File: config.mk
export PLATFORM = sky130hd
export DESIGN_NAME = inv_transcb_flat
export DESIGN_NICKNAME = d
export VERILOG_FILES = /design/src/rtl/inv_transcb_pkg.sv /design/src/rtl/inv_transcb_if.sv /design/src/rtl/inv_transcb_lut.sv /design/src/rtl/inv_transcb.sv /design/src/flat_wrapper.sv
export SDC_FILE = /design/constraint.sdc
export NUM_CORES = 1
export LEC_CHECK = 0
export BUFFER_PORTS_ARGS = -buffer_cell sky130_fd_sc_hd__buf_4
export CORE_MARGIN = 3
export CORE_UTILIZATION = 35
export CTS_CLUSTER_SIZE = 16
export DETAILED_ROUTE_END_ITERATION = 8
export GPL_ROUTABILITY_DRIVEN = 0
export PLACE_DENSITY = 0.55
export SLEW_MARGIN = 20
export SYNTH_ARGS = -nofsm -noshare
export SYNTH_HDL_FRONTEND = slang
export SYNTH_SLANG_ARGS = --single-unit
File: constraint.sdc
create_clock -name clk -period 5.2 [get_ports clk]
set_input_delay 0.78 -clock clk [delete_from_list [all_inputs] [get_ports clk]]
set_output_delay 0.78 -clock clk [all_outputs]
set_load 0.005 [all_outputs]
File: src/rtl/inv_transcb_pkg.sv
// rtl/inv_transcb_pkg.sv - shared Cb skin-tone transform constants and LUT generators
package inv_transcb_pkg;

    localparam int TCB_W   = 10;
    localparam int SCL_W   = 12;
    localparam int FRAC    = 8;
    localparam int K_L     = 125;
    localparam int K_H     = 188;
    localparam int MEAN_KH = 108;

    // Chroma cluster width model: W_CB inside the band, tapering to WL/WH at Y_MIN/Y_MAX.
    localparam int W_CB      = 47;
    localparam int WL_CB     = 23;
    localparam int WH_CB     = 14;
    localparam int CB_EDGE   = 118;
    localparam int Y_MIN     = 16;
    localparam int Y_MAX     = 235;

    localparam int D_W = TCB_W + 1;
    localparam int P_W = TCB_W + SCL_W + 2;
    localparam int Q_W = P_W - FRAC;
    localparam int S_W = Q_W + 1;

    localparam int ROUND_HALF = 1 << (FRAC - 1);

    localparam logic [7:0] K_L_Y = 8'(K_L);
    localparam logic [7:0] K_H_Y = 8'(K_H);

    function automatic int clamp_y(input int y);
        if (y < Y_MIN) return Y_MIN;
        if (y > Y_MAX) return Y_MAX;
        return y;
    endfunction

    // Cb cluster centre versus luma, rounded half up.
    function automatic logic [7:0] cb_mean_f(input int y);
        int yc;
        int num;
        int den;
        yc = clamp_y(y);
        if (yc < K_L) begin
            num = (K_L - yc) * (CB_EDGE - MEAN_KH);
            den = K_L - Y_MIN;
        end else if (yc > K_H) begin
            num = (yc - K_H) * (CB_EDGE - MEAN_KH);
            den = Y_MAX - K_H;
        end else begin
            num = 0;
            den = 1;
        end
        return 8'(MEAN_KH + (2 * num + den) / (2 * den));
    endfunction

    // W(y)/W_CB in Q4.FRAC, rounded half up; exactly 1.0 inside the band.
    function automatic logic [SCL_W-1:0] inv_scale_f(input int y);
        int yc;
        int num;
        int den;
        yc = clamp_y(y);
        if (yc < K_L) begin
            num = WL_CB * (K_L - Y_MIN) + (yc - Y_MIN) * (W_CB - WL_CB);
            den = W_CB * (K_L - Y_MIN);
        end else if (yc > K_H) begin
            num = WH_CB * (Y_MAX - K_H) + (Y_MAX - yc) * (W_CB - WH_CB);
            den = W_CB * (Y_MAX - K_H);
        end else begin
            num = 1;
            den = 1;
        end
        return SCL_W'((num * (2 << FRAC) + den) / (2 * den));
    endfunction

endpackage

File: src/rtl/inv_transcb_if.sv
// rtl/inv_transcb_if.sv - sample in / recovered Cb out handshake bundle
interface inv_transcb_if;
    import inv_transcb_pkg::*;

    logic                    in_valid;
    logic                    in_ready;
    logic [7:0]              y;
    logic signed [TCB_W-1:0] tcb;
    logic                    out_valid;
    logic                    out_ready;
    logic [7:0]              cb;

    modport slave (
        input  in_valid, y, tcb, out_ready,
        output in_ready, out_valid, cb
    );

    modport master (
        output in_valid, y, tcb, out_ready,
        input  in_ready, out_valid, cb
    );

endinterface

File: src/rtl/inv_transcb_lut.sv
// rtl/inv_transcb_lut.sv - combinational 256-entry ROM of the inverse width scale
module inv_widthcb_lut
    import inv_transcb_pkg::*;
(
    input  logic [7:0]       y,
    output logic [SCL_W-1:0] scl
);

    logic [SCL_W-1:0] rom [256];

    for (genvar i = 0; i < 256; i++) begin : g_rom
        assign rom[i] = inv_scale_f(i);
    end

    assign scl = rom[y];

endmodule

File: src/rtl/inv_transcb.sv
// rtl/inv_transcb.sv - 5-stage inverse Cb skin-tone transform with valid/ready flow
module inv_transcb
    import inv_transcb_pkg::*;
(
    input  logic         clk,
    input  logic         rst,
    inv_transcb_if.slave bus
);

    logic                    adv;
    logic                    v1, v2, v3, v4;
    logic [7:0]              y1;
    logic signed [TCB_W-1:0] t1, t2, t3, t4;
    logic                    pass2, pass3, pass4;
    logic [7:0]              mean2, mean3, mean4;
    logic [SCL_W-1:0]        scl2, scl3;
    logic signed [D_W-1:0]   d3;
    logic signed [Q_W-1:0]   q4;

    logic [7:0]              mean_rom [256];
    logic [SCL_W-1:0]        scl_lut;
    logic signed [P_W-1:0]   p_mul;
    logic signed [P_W-1:0]   p_rnd;
    logic signed [S_W-1:0]   s5;
    logic [7:0]              cb_sat;

    localparam logic signed [D_W-1:0] MEAN_KH_D = D_W'(MEAN_KH);

    // Whole pipeline moves as one unit, so an emit and an accept can share a cycle.
    assign adv          = bus.out_ready | ~bus.out_valid;
    assign bus.in_ready = adv;

    for (genvar i = 0; i < 256; i++) begin : g_mean
        assign mean_rom[i] = cb_mean_f(i);
    end

    inv_widthcb_lut u_scl_lut (
        .y   (y1),
        .scl (scl_lut)
    );

    assign p_mul = P_W'(d3) * P_W'($signed({1'b0, scl3}));
    assign p_rnd = p_mul + P_W'(ROUND_HALF);

    always_comb begin
        s5     = S_W'(t4);
        cb_sat = '0;
        if (!pass4) begin
            s5 = S_W'(q4) + S_W'($signed({1'b0, mean4}));
        end
        if (s5 < 0) begin
            cb_sat = 8'h00;
        end else if (s5 > 255) begin
            cb_sat = 8'hFF;
        end else begin
            cb_sat = s5[7:0];
        end
    end

    always_ff @(posedge clk or posedge rst) begin
        if (rst) begin
            v1            <= 1'b0;
            v2            <= 1'b0;
            v3            <= 1'b0;
            v4            <= 1'b0;
            y1            <= '0;
            t1            <= '0;
            t2            <= '0;
            t3            <= '0;
            t4            <= '0;
            pass2         <= 1'b0;
            pass3         <= 1'b0;
            pass4         <= 1'b0;
            mean2         <= '0;
            mean3         <= '0;
            mean4         <= '0;
            scl2          <= '0;
            scl3          <= '0;
            d3            <= '0;
            q4            <= '0;
            bus.out_valid <= 1'b0;
            bus.cb        <= '0;
        end else if (adv) begin
            v1            <= bus.in_valid;
            y1            <= bus.y;
            t1            <= bus.tcb;

            // Band test uses y1 of this same sample, never a neighbouring stage.
            v2            <= v1;
            pass2         <= (y1 >= K_L_Y) && (y1 <= K_H_Y);
            mean2         <= mean_rom[y1];
            scl2          <= scl_lut;
            t2            <= t1;

            v3            <= v2;
            pass3         <= pass2;
            mean3         <= mean2;
            scl3          <= scl2;
            t3            <= t2;
            d3            <= D_W'(t2) - MEAN_KH_D;

            v4            <= v3;
            pass4         <= pass3;
            mean4         <= mean3;
            t4            <= t3;
            q4            <= Q_W'(p_rnd >>> FRAC);

            bus.out_valid <= v4;
            bus.cb        <= cb_sat;
        end
    end

endmodule

File: src/flat_wrapper.sv
// flat-port wrapper written by rule: the top's interface ports become plain ports
module inv_transcb_flat import inv_transcb_pkg::*;
  (clk, rst, bus_in_valid, bus_y, bus_tcb, bus_out_ready, bus_in_ready, bus_out_valid, bus_cb);
  inv_transcb_if bus_i ();
  input  logic clk;
  input  logic rst;
  input wire logic [$bits(bus_i.in_valid)-1:0] bus_in_valid;
  input wire logic [$bits(bus_i.y)-1:0] bus_y;
  input wire logic [$bits(bus_i.tcb)-1:0] bus_tcb;
  input wire logic [$bits(bus_i.out_ready)-1:0] bus_out_ready;
  output wire logic [$bits(bus_i.in_ready)-1:0] bus_in_ready;
  output wire logic [$bits(bus_i.out_valid)-1:0] bus_out_valid;
  output wire logic [$bits(bus_i.cb)-1:0] bus_cb;
  assign bus_i.in_valid = bus_in_valid;
  assign bus_i.y = bus_y;
  assign bus_i.tcb = bus_tcb;
  assign bus_i.out_ready = bus_out_ready;
  assign bus_in_ready = bus_i.in_ready;
  assign bus_out_valid = bus_i.out_valid;
  assign bus_cb = bus_i.cb;
  inv_transcb u_core (.clk(clk), .rst(rst), .bus(bus_i));
endmodule
## After elaboration in Yosys (flattened, before gate mapping)

Memories as Yosys holds them, arrays and structs flattened. A register that Yosys moved wholly into a read port is not among the register bits.
Cells that the tools add are included.

- $add $sub $neg: 3
- Multipliers: 1
- Order comparisons: 4
- Multiplexer cells: 3
- Bitwise operators: 3
- Reductions and logical operators: 1

Operators by type and width:

| kind | count |
|---|---|
| $add A24 B9 Y24 const B | 1 |
| $mul A11 B13 Y24 | 1 |
| $add A16 B9 Y17 | 1 |
| $gt A17 B9 Y1 const B | 1 |
| $lt A17 B1 Y1 const B | 1 |
| $mux W17 | 1 |
| $mux W8 | 2 |
| $sub A10 B8 Y11 const B | 1 |
| $not A8 Y9 | 1 |
| $ge A8 B7 Y1 const B | 1 |
| $le A8 B8 Y1 const B | 1 |
| $logic_and A1 B1 Y1 | 1 |
| $not A1 Y1 | 1 |
| $or A1 B1 Y1 | 1 |

- Register bits: 119
- ROM bits: 5120
- Output and inout port bits: 10
- Logic and storage cells: 36
- Memories kept: 2

Memories:

| name | words | width | read ports | clocked after Yosys merged registers in | wr ports | RTL line | text |
|---|---|---|---|---|---|---|---|
| (no name shown) | 256 | 12 | 1 | 1 | 0 | inv_transcb_lut.sv:15 | `assign scl = rom[y];` |
| (no name shown) | 256 | 8 | 1 | 1 | 0 | inv_transcb.sv:91 | `mean2 <= mean_rom[y1];` |

## Logic depth before layout (Yosys ltp)

Gate-level depths: netlist (run 1).

- Word-level depth: 5
- Mapped depth: 20

## By module

Synthesis (run 1) repeated with hierarchy kept, for this count alone.

- Cells, all modules: 1388
- Area, all modules: 11732.5 um^2

Modules (own cells, without submodules):

| module | times used | cells an instance | area each (um^2) |
|---|---|---|---|
| inv_transcb | 1 | 1153 | 10159.7 |
| inv_widthcb_lut | 1 | 235 | 1572.8 |

## Worst setup path before layout (run 1)

OpenSTA, ideal clock, no wires.

- Kind: register to register
- Start point: register u_core.d3[10]
- End point: register u_core.q4[12]
- Library setup time: 0.069 ns
- Data arrival time: 5.286 ns
- Data required time: 5.131 ns
- Slack: -0.155 ns
- Cell stages (with the launch flop): 19
- Buffers on the path: 1
- Cells stage by stage: dfrtp_1 -> clkbuf_1 -> nand2b_1 -> fa_1 -> fa_1 -> inv_1 -> fa_1 -> fa_1 -> inv_1 -> fa_1 -> inv_1 -> ha_1 -> o21a_1 -> o2111ai_2 -> nor2_1 -> a21oi_1 -> a21oi_1 -> or4b_2 -> nand3_1

- Word-level cells in the longest chain between the ends: 2

Ends and longest elaborated chain:

| what | RTL line | text |
|---|---|---|
| start, declared | inv_transcb.sv:17 | `logic signed [D_W-1:0] d3;` |
| start signal, assigned | inv_transcb.sv:100 | `d3 <= D_W'(t2) - MEAN_KH_D;` |
| $mul A11 B13 Y24 | inv_transcb.sv:42 | `assign p_mul = P_W'(d3) * P_W'($signed({1'b0, scl3}));` |
| $add A24 B9 Y24 | inv_transcb.sv:43 | `assign p_rnd = p_mul + P_W'(ROUND_HALF);` |
| end signal, assigned | inv_transcb.sv:106 | `q4 <= Q_W'(p_rnd >>> FRAC);` |
| end, declared | inv_transcb.sv:18 | `logic signed [Q_W-1:0] q4;` |

No other way between the ends.
A chain may end at the register's enable or synchronous reset.

## Worst setup path in the final report (run 1)

- Start point: register u_core.scl3[2]
- End point: register u_core.q4[14]

- Word-level cells in the longest chain between the ends: 2

Ends and longest elaborated chain:

| what | RTL line | text |
|---|---|---|
| start, declared | inv_transcb.sv:16 | `logic [SCL_W-1:0] scl2, scl3;` |
| start signal, assigned | inv_transcb.sv:98 | `scl3 <= scl2;` |
| $mul A11 B13 Y24 | inv_transcb.sv:42 |  |
| $add A24 B9 Y24 | inv_transcb.sv:43 |  |

No other way between the ends.

==> results of run 1 <==
## metal layers
layer  part of all wire (%)  up-vias  global-route usage [%]  wire [um]
li1                       -     4273                       -          -
met1                     49     4184                    23.8      12800
met2                     45      182                    25.8      11700
met3                    4.0       27                    2.75       1040
met4                    1.7        0                    3.84        433
met5                      0        -                       0          0
## sequential cells by signal (all words and copies together), names as in the netlist, 9 cells and up
register / flops
u_core.d3: 11
u_core.q4: 16
u_core.scl2: 9
u_core.scl3: 9
u_core.t1: 10
u_core.t2: 10
u_core.t4: 10
## through the flow
stage / cell area [um^2] / cells / utilization (%)
5_1_grt: 12200 / 1692 / 41.0
6_report: 12200 / 1692 / 41.0
4_1_cts: 12100 / 1689 / 40.5
3_3_place_gp: 11400 / 1654 / 38.4
2_1_floorplan: 10600 / 1261 / -
3_5_place_dp: 11400 / 1654 / 38.4
## final cells by class
cell class | instances | area, um^2 | share of cell area [%]
clock buffers | 17 | 425 | 3.48
flip-flops and latches | 125 | 3140 | 25.7
clock inverters | 15 | 193 | 1.58
inverters | 94 | 360 | 2.95
repair buffers | 86 | 646 | 5.29
well taps | 390 | 488 | 4.00
multi-input cells | 965 | 6960 | 57.0
## synthesized netlist by cell type (3+ instances only)
cell type,number
a2111oi_0,3
a211o_1,7
a211oi_1,7
a21o_1,19
a21oi_1,64
a221oi_1,6
a22oi_1,6
a31oi_1,7
and2_1,60
and3_1,6
buf_1,10
buf_2,7
clkbuf_1,60
dfrtp_1,125
fa_1,63
ha_1,97
inv_1,92
mux2i_1,12
mux4_2,3
nand2_1,301
nand2b_1,12
nand3_1,13
nand4_1,6
nor2_1,70
nor2b_1,16
nor3_1,12
nor4_1,3
o211ai_1,13
o21a_1,9
o21ai_0,65
o221ai_1,5
o2bb2ai_1,3
o311ai_0,4
o311ai_1,5
o31a_1,3
o31ai_1,3
or4_1,5
xnor2_1,10
xor2_1,12
## how the worst max path moves through the flow
stage,from,to,slack (ns)
2_1_floorplan,u_core.d3[10],u_core.q4[12],0.03
3_3_place_gp,u_core.d3[5],u_core.q4[12],-0.06
3_5_place_dp,u_core.d3[6],u_core.q4[12],-0.13
4_1_cts,u_core.scl3[2],u_core.q4[12],0.008
5_1_grt,u_core.d3[4],u_core.q4[14],-0.005
6_report,u_core.scl3[2],u_core.q4[14],0.18
## repair_timing
action / 4_1_cts / 5_1_grt
cloned: 0 / 0
setup endpoints to repair: 1 / 11
setup buffers: 3 / 3
gates resized for setup: 1 / 32
pin swaps: 1 / 21
## worst register-to-register path, delay by kind of cell, from the launching register on
family | cells | cell delay, ns
AO/OA/AOI/OAI | 6 | 1.03
adder cells (fa/ha/maj) | 6 | 2.78
buffers and inverters | 3 | 0.43
flip-flops | 1 | 0.44
AND/OR/NAND/NOR | 2 | 0.24
## cell families (layout without fill, tap and decap cells)
group	after synthesis	count (layout)
muxes	17	17
and+or+nand+nor	515	515
DFF	125	125
buffers and inverters	171	212
AOI/OAI and AO/OA	251	251
adders and majority gates	160	160
xor gates and xnor gates	22	22
==> results.yml, run 1 <==
setup_path:
  critical_path_buf_inv_count: 3
  critPathArrivalTime_ns: 5.35
  r2r_end: "u_core.q4[14]"
  cp_num_cells: 17
  cp_cell_sequence: "buf_4, and2_1, fa_1, fa_1, fa_1, fa_1, fa_1, ha_1, o21a_1, o2111ai_4, o22ai_2, a21oi_2, buf_4, nand2b_1, buf_4, a211o_1, o211ai_1"
  crit_top_cell: "fa_1"
  ff2ff_setup_slack_ns: 0.18
  path_max_fanout: 5
  crit_path_top_delay_cell: "fa_1"
  path_class: "reg -> reg"
  crit_path_end_kind: "flop"
  reg2regPathDepth: 17
  cp-start-kind: "flop"
  path_delay_family: "adder cells"
  crit_required_ns: 5.53
  crit-reg2reg-launch: "u_core.scl3[2]"
  cpPeakStageDelay_ns: 0.57
global_routing:
  grt_usage_pct: 16.4
  grt_max_degree: 86
  overflow: 0
  grt_antenna_before_repair: 0
  grt_pass1_wl_um: 44500
  grt_pass1_vias: 8670
synthesis:
  ys_seq_area_share_pct: 29.5
  synth_top_family_by_area: "adder cells"
  synth_fp_nets: 1443
  synthTopCellsByArea: "dfrtp_1 (29%), fa_1 (12%), ha_1 (11%)"
  synth-async-reset-ratio_pct: 100
  synth_xor_area_share_pct: 1.82
  synth.avg_cell_area_um2: 8.41
  synthAdderAreaFrac_pct: 23.3
  synth_compound_area_share_pct: 15.7
  synthMuxAreaShare_pct: 1.98
  synth.top_cell.area_share_pct: 29.5
  synth_cell_type_count: 63
  synth_edf_count: 0
  yosys.area_share.simple_pct: 21.5
  yosys_warnings: 0
  synth_cells: 1261
  netlist_area_mm2: 0.0106
  synth_seq_cells: 125
  synth_top_area_cell: "dfrtp_1"
  synth-main-ff-cell: "dfrtp_1"
sta:
  maxSlewHeadroom_pct: 42.3
  period_minus_slack_ns: 5.02
  worst_hold_slack_ns: 0.467
  setup_viol: 0
  skew_ns: 0.0128
  tightestPinTransition_ns: 0.866
  slew_viol_final: 0
  finalCritPeriodShare_pct: 96.6
  max_freq_mhz: 199
  worst_slack_ns: 0.175
  setup_tns_ns: 0
  finalHoldViolCount: 0
die:
  ios: 32
  dieArea_mm2: 0.0324
  die_h_um: 180
  die_w_um: 180
  fp.coreArea_mm2: 0.0298
  initial_core_util_pct: 35.6
  num_rows: 63
flow_run:
  maxCapViolCount: 0
routing:
  route.detailed.drc: 0
  ant_nets: 0
  vias: 8666
  drt_pre_antenna_iters: 5
  drtIter0Drc: 643
  wire_per_inst_um: 15.4
  wl_um: 26000
  viasPerCell: 5.12
cells_and_area:
  final_common_cell: "nand2_1"
  nFillCells: 3049
  nets: 1471
  area_delta_synth_final_pct: 15.1
  layout-drive-gt1-share_pct: 12.7
  mostFrequentLayoutCells: "nand2_1 (296), dfrtp_1 (117), ha_1 (95), inv_1 (89), buf_4 (86)"
  num_antenna_cells: 0
clock_network:
  cts_tree: "yes"
  cts.hold.buffers_added: 0
  cts.sinks: 125
  numCtsBuffers: 17
  clkLatencyLatePin_ns: 0.42
  h-tree-depth: 4
  cts_max_path_buffers: 2
  cts.root.buffer_cell: "clkbuf_16"
  clkTransAtPathRegs_ns: 0.07
placement:
  place_ws_ns: -0.128
  dp_hpwl_um: 19000
  portBuffers: 31
run_status:
  outcome: "finished, final reports clean"
min_path:
  hp-class: "in -> async"
Power of run 1 is left out: the tool's default activity adds up to more than one toggle a clock period on the data nets, which glitch-free logic cannot reach.
==> run 2, diff against run 1 <==
--- a/config.mk
+++ b/config.mk
@@ -6,12 +6,16 @@
 export NUM_CORES = 1
 export LEC_CHECK = 0
 export BUFFER_PORTS_ARGS = -buffer_cell sky130_fd_sc_hd__buf_4
+export CELL_PAD_IN_SITES_DETAIL_PLACEMENT = 0
+export CELL_PAD_IN_SITES_GLOBAL_PLACEMENT = 1
 export CORE_MARGIN = 3
 export CORE_UTILIZATION = 35
+export CTS_BUF_LIST = sky130_fd_sc_hd__clkbuf_16
+export CTS_CLUSTER_DIAMETER = 60
 export CTS_CLUSTER_SIZE = 16
 export DETAILED_ROUTE_END_ITERATION = 8
 export GPL_ROUTABILITY_DRIVEN = 0
-export PLACE_DENSITY = 0.55
+export PLACE_DENSITY = 0.67
 export SLEW_MARGIN = 20
 export SYNTH_ARGS = -nofsm -noshare
 export SYNTH_HDL_FRONTEND = slang
==> run 2 against run 1 <==
Against the previous run:
- non-clock buffer count shrank 2
- sequential share of layout area increased by 0.14 points
- via count fell by 1.0%
- clock-buffer cell count stayed put
- critical endpoint is now u_core.q4[8]
- critical path depth unchanged
- first-iteration DRC count decreased by 5.8%
- clock skew is 0.0029 ns higher
==> results.yml, run 2 (synthesized netlist as in run 1, its figures left out) <==
run_status:
  outcome: "finished, final reports clean"
die:
  ios: 32
  die_w_um: 180
  fp.coreArea_mm2: 0.0298
  dieArea_mm2: 0.0324
  die_h_um: 180
  num_rows: 63
  initial_core_util_pct: 35.6
sta:
  slew_viol_final: 0
  period_minus_slack_ns: 4.97
  rsz0062_at_grt: "true"
  maxSlewHeadroom_pct: 42.7
  skew_ns: 0.0158
  finalHoldViolCount: 0
  finalCritPeriodShare_pct: 95.5
  setup_viol: 0
  max_freq_mhz: 201
  tightestPinTransition_ns: 0.859
routing:
  ant_nets: 0
  route.detailed.drc: 0
  met2_length_um: 12100
  wl_met3_um: 698
  viasPerCell: 5.08
  vias: 8578
  drtIter0Drc: 606
  top_layer: "met4"
  drt_pre_antenna_iters: 5
  wire_per_inst_um: 15.8
  wl_um: 26700
  wl_met1_um: 13600
clock_network:
  numCtsBuffers: 17
  h-tree-depth: 4
  cts.sinks: 125
  clkTransAtPathRegs_ns: 0.07
  cts_max_path_buffers: 2
  cts_tree: "yes"
  cts.hold.buffers_added: 0
  clkLatencyLatePin_ns: 0.43
  cts.root.buffer_cell: "clkbuf_16"
setup_path:
  crit_required_ns: 5.47
  crit_path_end_kind: "flop"
  cp_cell_sequence: "buf_4, and2_1, fa_1, fa_1, fa_1, fa_1, fa_1, ha_1, o21a_1, o2111ai_2, buf_4, buf_4, a21bo_2, o21bai_1, buf_4, xnor2_1, a21oi_1"
  critical_path_buf_inv_count: 4
  path_max_fanout: 9
  critPathArrivalTime_ns: 5.24
  cp-start-kind: "flop"
  crit_path_top_delay_cell: "fa_1"
  path_class: "reg -> reg"
  crit_top_cell: "fa_1"
  path_delay_family: "adder cells"
  cpPeakStageDelay_ns: 0.57
flow_run:
  maxCapViolCount: 0
global_routing:
  grt_pass1_wl_um: 45100
  grt_antenna_before_repair: 0
  grt_max_degree: 127
  grt_usage_pct: 16.7
  overflow: 0
  grt_pass1_vias: 8589
placement:
  dp_hpwl_um: 19200
  dpl_cell_area_mm2: 0.0114
  portBuffers: 31
cells_and_area:
  mostFrequentLayoutCells: "nand2_1 (299), dfrtp_1 (114), ha_1 (95), inv_1 (91), buf_4 (81)"
  nets: 1469
  design_area_mm2: 0.0122
  num_antenna_cells: 0
  top_regs: "u_core.q4: 16 flops, u_core.d3: 11 flops"
  layout-drive-gt1-share_pct: 12.2
  largest_reg_flops: 16
  area_delta_synth_final_pct: 14.6
  largest-register: "u_core.q4"
  final_common_cell: "nand2_1"
min_path:
  hp-class: "reg -> reg"
## run 2: worst paths after layout
path | startpoint | endpoint | slack [ns] | cells after the start
setup / recovery | u_core.d3[8] | u_core.q4[8] | 0.23 | 17
hold / removal | u_core.v4 | u_core.v4 | 0.46 | 2
setup reg to reg | u_core.d3[8] | u_core.q4[8] | 0.23 | 17
hold reg to reg | u_core.v4 | u_core.v4 | 0.46 | 2
max in group asynchronous | rst | u_core.d3[6] | 3.58 | 3
min in group asynchronous | rst | u_core.scl2[0] | 0.50 | 2
## run 2: what timing repair did
action / CTS / global route
endpoints found under the hold margin: 0 / 0
resized for setup: 1 / 30
pin swaps: 0 / 15
setup buffers: 0 / 4
setup endpoints to repair: 1 / 11
## run 2: worst reg2reg max path, delay by kind of cell, from the launching register on
kind,cells,cell delay [ns]
fa+ha+maj,6,2.76
compound gates,5,0.74
buf+inv,4,0.63
flops,1,0.43
simple gates,1,0.16
xor+xnor,1,0.10
## run 2: cell type report
cell class                      instances  area [um^2]
Fill cell                            3076        17600
Multi-Input combinational cell        965         6940
Clock inverter                         15          155
Inverter                               94          360
Tap cell                              390          488
Timing Repair Buffer                   84          651
Sequential cell                       125         3140
Clock buffer                           17          425
## run 2: metrics by stage
stage | setup WS (ns) | utilization [%] | hold WS [ns] | setup TNS (ns) | cells
6_report | 0.232 | 40.8 | 0.464 | 0 | 1690
5_1_grt | -0.0219 | 40.8 | 0.475 | -0.0219 | 1690
4_1_cts | 0.00156 | 40.4 | 0.467 | 0 | 1686
3_5_place_dp | -0.0879 | 38.4 | 0.450 | -0.0936 | 1654
3_3_place_gp | -0.0281 | 38.4 | 0.448 | -0.0281 | 1654
2_1_floorplan | 0.0314 | - | 0.430 | 0 | 1261
## run 2: per-layer routing
layer	GRT usage (%)	up-vias
li1	-	4265
met2	26.3	110
met3	2.56	27
met4	3.41	0
met5	0	-
met1	24.5	4176
Power of run 2 is left out for the same reason.
==> run 3, diff against run 2 <==
--- a/config.mk
+++ b/config.mk
@@ -5,7 +5,6 @@
 export SDC_FILE = /design/constraint.sdc
 export NUM_CORES = 1
 export LEC_CHECK = 0
-export BUFFER_PORTS_ARGS = -buffer_cell sky130_fd_sc_hd__buf_4
 export CELL_PAD_IN_SITES_DETAIL_PLACEMENT = 0
 export CELL_PAD_IN_SITES_GLOBAL_PLACEMENT = 1
 export CORE_MARGIN = 3
@@ -14,8 +13,9 @@
 export CTS_CLUSTER_DIAMETER = 60
 export CTS_CLUSTER_SIZE = 16
 export DETAILED_ROUTE_END_ITERATION = 8
+export DONT_BUFFER_PORTS = 1
 export GPL_ROUTABILITY_DRIVEN = 0
-export PLACE_DENSITY = 0.67
+export PLACE_DENSITY = 0.63
 export SLEW_MARGIN = 20
 export SYNTH_ARGS = -nofsm -noshare
 export SYNTH_HDL_FRONTEND = slang
==> constraint.sdc (replaced) <==
create_clock -name clk -period 6.3 [get_ports clk]
set_input_delay 0.945 -clock clk [delete_from_list [all_inputs] [get_ports clk]]
set_output_delay 0.945 -clock clk [all_outputs]
set_load 0.005 [all_outputs]
==> run 3 against run 2 <==
Against the previous run:
- global-route usage up 0.082 points
- final cell count down 4.3%
- sequential share of layout area up 1.5 points
- first-iteration DRC count down 20%
- wire length down 0.62%
- clock-buffer cell count unchanged
- non-clock buffer count down 73
- critical path depth unchanged
- register-to-register slack better by 0.51 ns
- critical path type unchanged
==> results.yml, run 3 (synthesized netlist as in run 1, its figures left out) <==
placement:
  dp.cells: 1585
  dp_hpwl_um: 19100
  portBuffers: 0
global_routing:
  grt_pass1_vias: 8198
  grt_pass1_wl_um: 44800
  grt_antenna_before_repair: 0
  grt_usage_pct: 16.8
  overflow: 0
  grt_max_degree: 76
clock_network:
  clkTransAtPathRegs_ns: 0.07
  cts.hold.buffers_added: 0
  cts_max_path_buffers: 2
  cts.sinks: 125
  numCtsBuffers: 17
  post-cts-setup-buffer-count: 0
  h-tree-depth: 4
  cts_tree: "yes"
  clkLatencyLatePin_ns: 0.43
  ctsResizeCount: 0
  cts.root.buffer_cell: "clkbuf_16"
min_path:
  hp-class: "in -> async"
routing:
  wl_met3_um: 864
  route.detailed.drc: 0
  viasPerCell: 5.13
  wl_met1_um: 13400
  drt_pre_antenna_iters: 5
  met2_length_um: 12000
  wl_um: 26500
  vias: 8303
  wire_per_inst_um: 16.4
  drtIter0Drc: 485
  ant_nets: 0
  top_layer: "met4"
cells_and_area:
  mostFrequentLayoutCells: "nand2_1 (301), dfrtp_1 (125), ha_1 (97), inv_1 (91), nor2_1 (70)"
  largest_reg_flops: 16
  final_common_cell: "nand2_1"
  nFillCells: 3146
  nets: 1396
  largest-register: "u_core.q4"
  layout.cells.non_filler: 1617
  layout-drive-gt1-share_pct: 4.73
  multi_input_area_mm2: 0.00684
  top_regs: "u_core.q4: 16 flops, u_core.d3: 11 flops"
  regArea_mm2: 0.00313
  num_antenna_cells: 0
  area_delta_synth_final_pct: 7.80
die:
  initial_core_util_pct: 35.6
  ios: 32
  num_rows: 63
  dieArea_mm2: 0.0324
  die_h_um: 180
  fp.coreArea_mm2: 0.0298
  die_w_um: 180
flow_run:
  maxCapViolCount: 0
setup_path:
  reg2regPathDepth: 17
  critical_path_buf_inv_count: 3
  cp_cell_sequence: "nand2_1, fa_1, inv_1, fa_1, fa_1, fa_1, inv_1, fa_1, inv_1, ha_1, o21a_1, o2111ai_2, nor2_1, a21oi_1, a21oi_1, or4b_2, nand3_1"
  crit_path_top_delay_cell: "or4b_2"
  cp_num_cells: 17
  crit_required_ns: 6.65
  crit_top_cell: "fa_1"
  critPathArrivalTime_ns: 5.91
  ff2ff_setup_slack_ns: 0.74
  path_max_fanout: 12
  cp-start-kind: "flop"
  path_class: "reg -> reg"
  crit_path_end_kind: "flop"
  cpPeakStageDelay_ns: 0.62
  path_delay_family: "adder cells"
sta:
  finalHoldViolCount: 0
  max_freq_mhz: 180
  setup_viol: 0
  maxSlewHeadroom_pct: 42.0
  slew_viol_final: 0
  tightestPinTransition_ns: 0.870
  finalCritPeriodShare_pct: 88.2
  period_minus_slack_ns: 5.56
  skew_ns: 0.0174
  rsz0062_at_grt: "false"
  setup_tns_ns: 0
run_status:
  outcome: "finished, final reports clean"
## run 3: cell count changes in the layout (fill, tap and decap cells not counted), sizes merged
cell      change
buf          -73
clkinvlp      +3
bufinv        -1
clkinv        -1
inv           -1
## run 3: final cells by class
| class | count | area share [%] |
|---|---|---|
| clock buffers | 17 | 3.72 |
| clock inverters | 15 | 0.996 |
| inverters | 94 | 3.15 |
| multi-input cells | 965 | 59.8 |
| flip-flops and latches | 125 | 27.4 |
| well taps | 390 | 4.27 |
| repair buffers | 11 | 0.722 |
## run 3: path summary, 6_finish.rpt
path                                        end             from
worst max-delay path              u_core.q4[12]   u_core.scl3[7]
worst min-delay path             u_core.scl2[1]              rst
worst max register to register    u_core.q4[12]   u_core.scl3[7]
worst min register to register  u_core.mean3[5]  u_core.mean2[5]
max in group asynchronous          u_core.q4[5]              rst
min in group clk                u_core.mean3[5]  u_core.mean2[5]
## run 3: stage by stage
| stage | instance area (um^2) | setup WS [ns] | utilization [%] | hold WS [ns] |
|---|---|---|---|---|
| after floorplan | 10600 | 0.945 | - | 0.430 |
| after global routing | 11400 | 0.413 | 38.4 | 0.437 |
| after detailed placement | 10900 | 0.758 | 36.6 | 0.455 |
| after global placement | 10900 | 0.828 | 36.6 | 0.450 |
| after CTS | 11400 | 0.742 | 38.4 | 0.444 |
| final | 11400 | 0.743 | 38.4 | 0.411 |
## run 3: metal layers
layer	track usage, %	vias to the layer above
met4	3.47	0
met1	24.5	4030
met2	26.4	132
li1	-	4127
met3	2.68	14
met5	0	-
Power of run 3 is left out for the same reason.
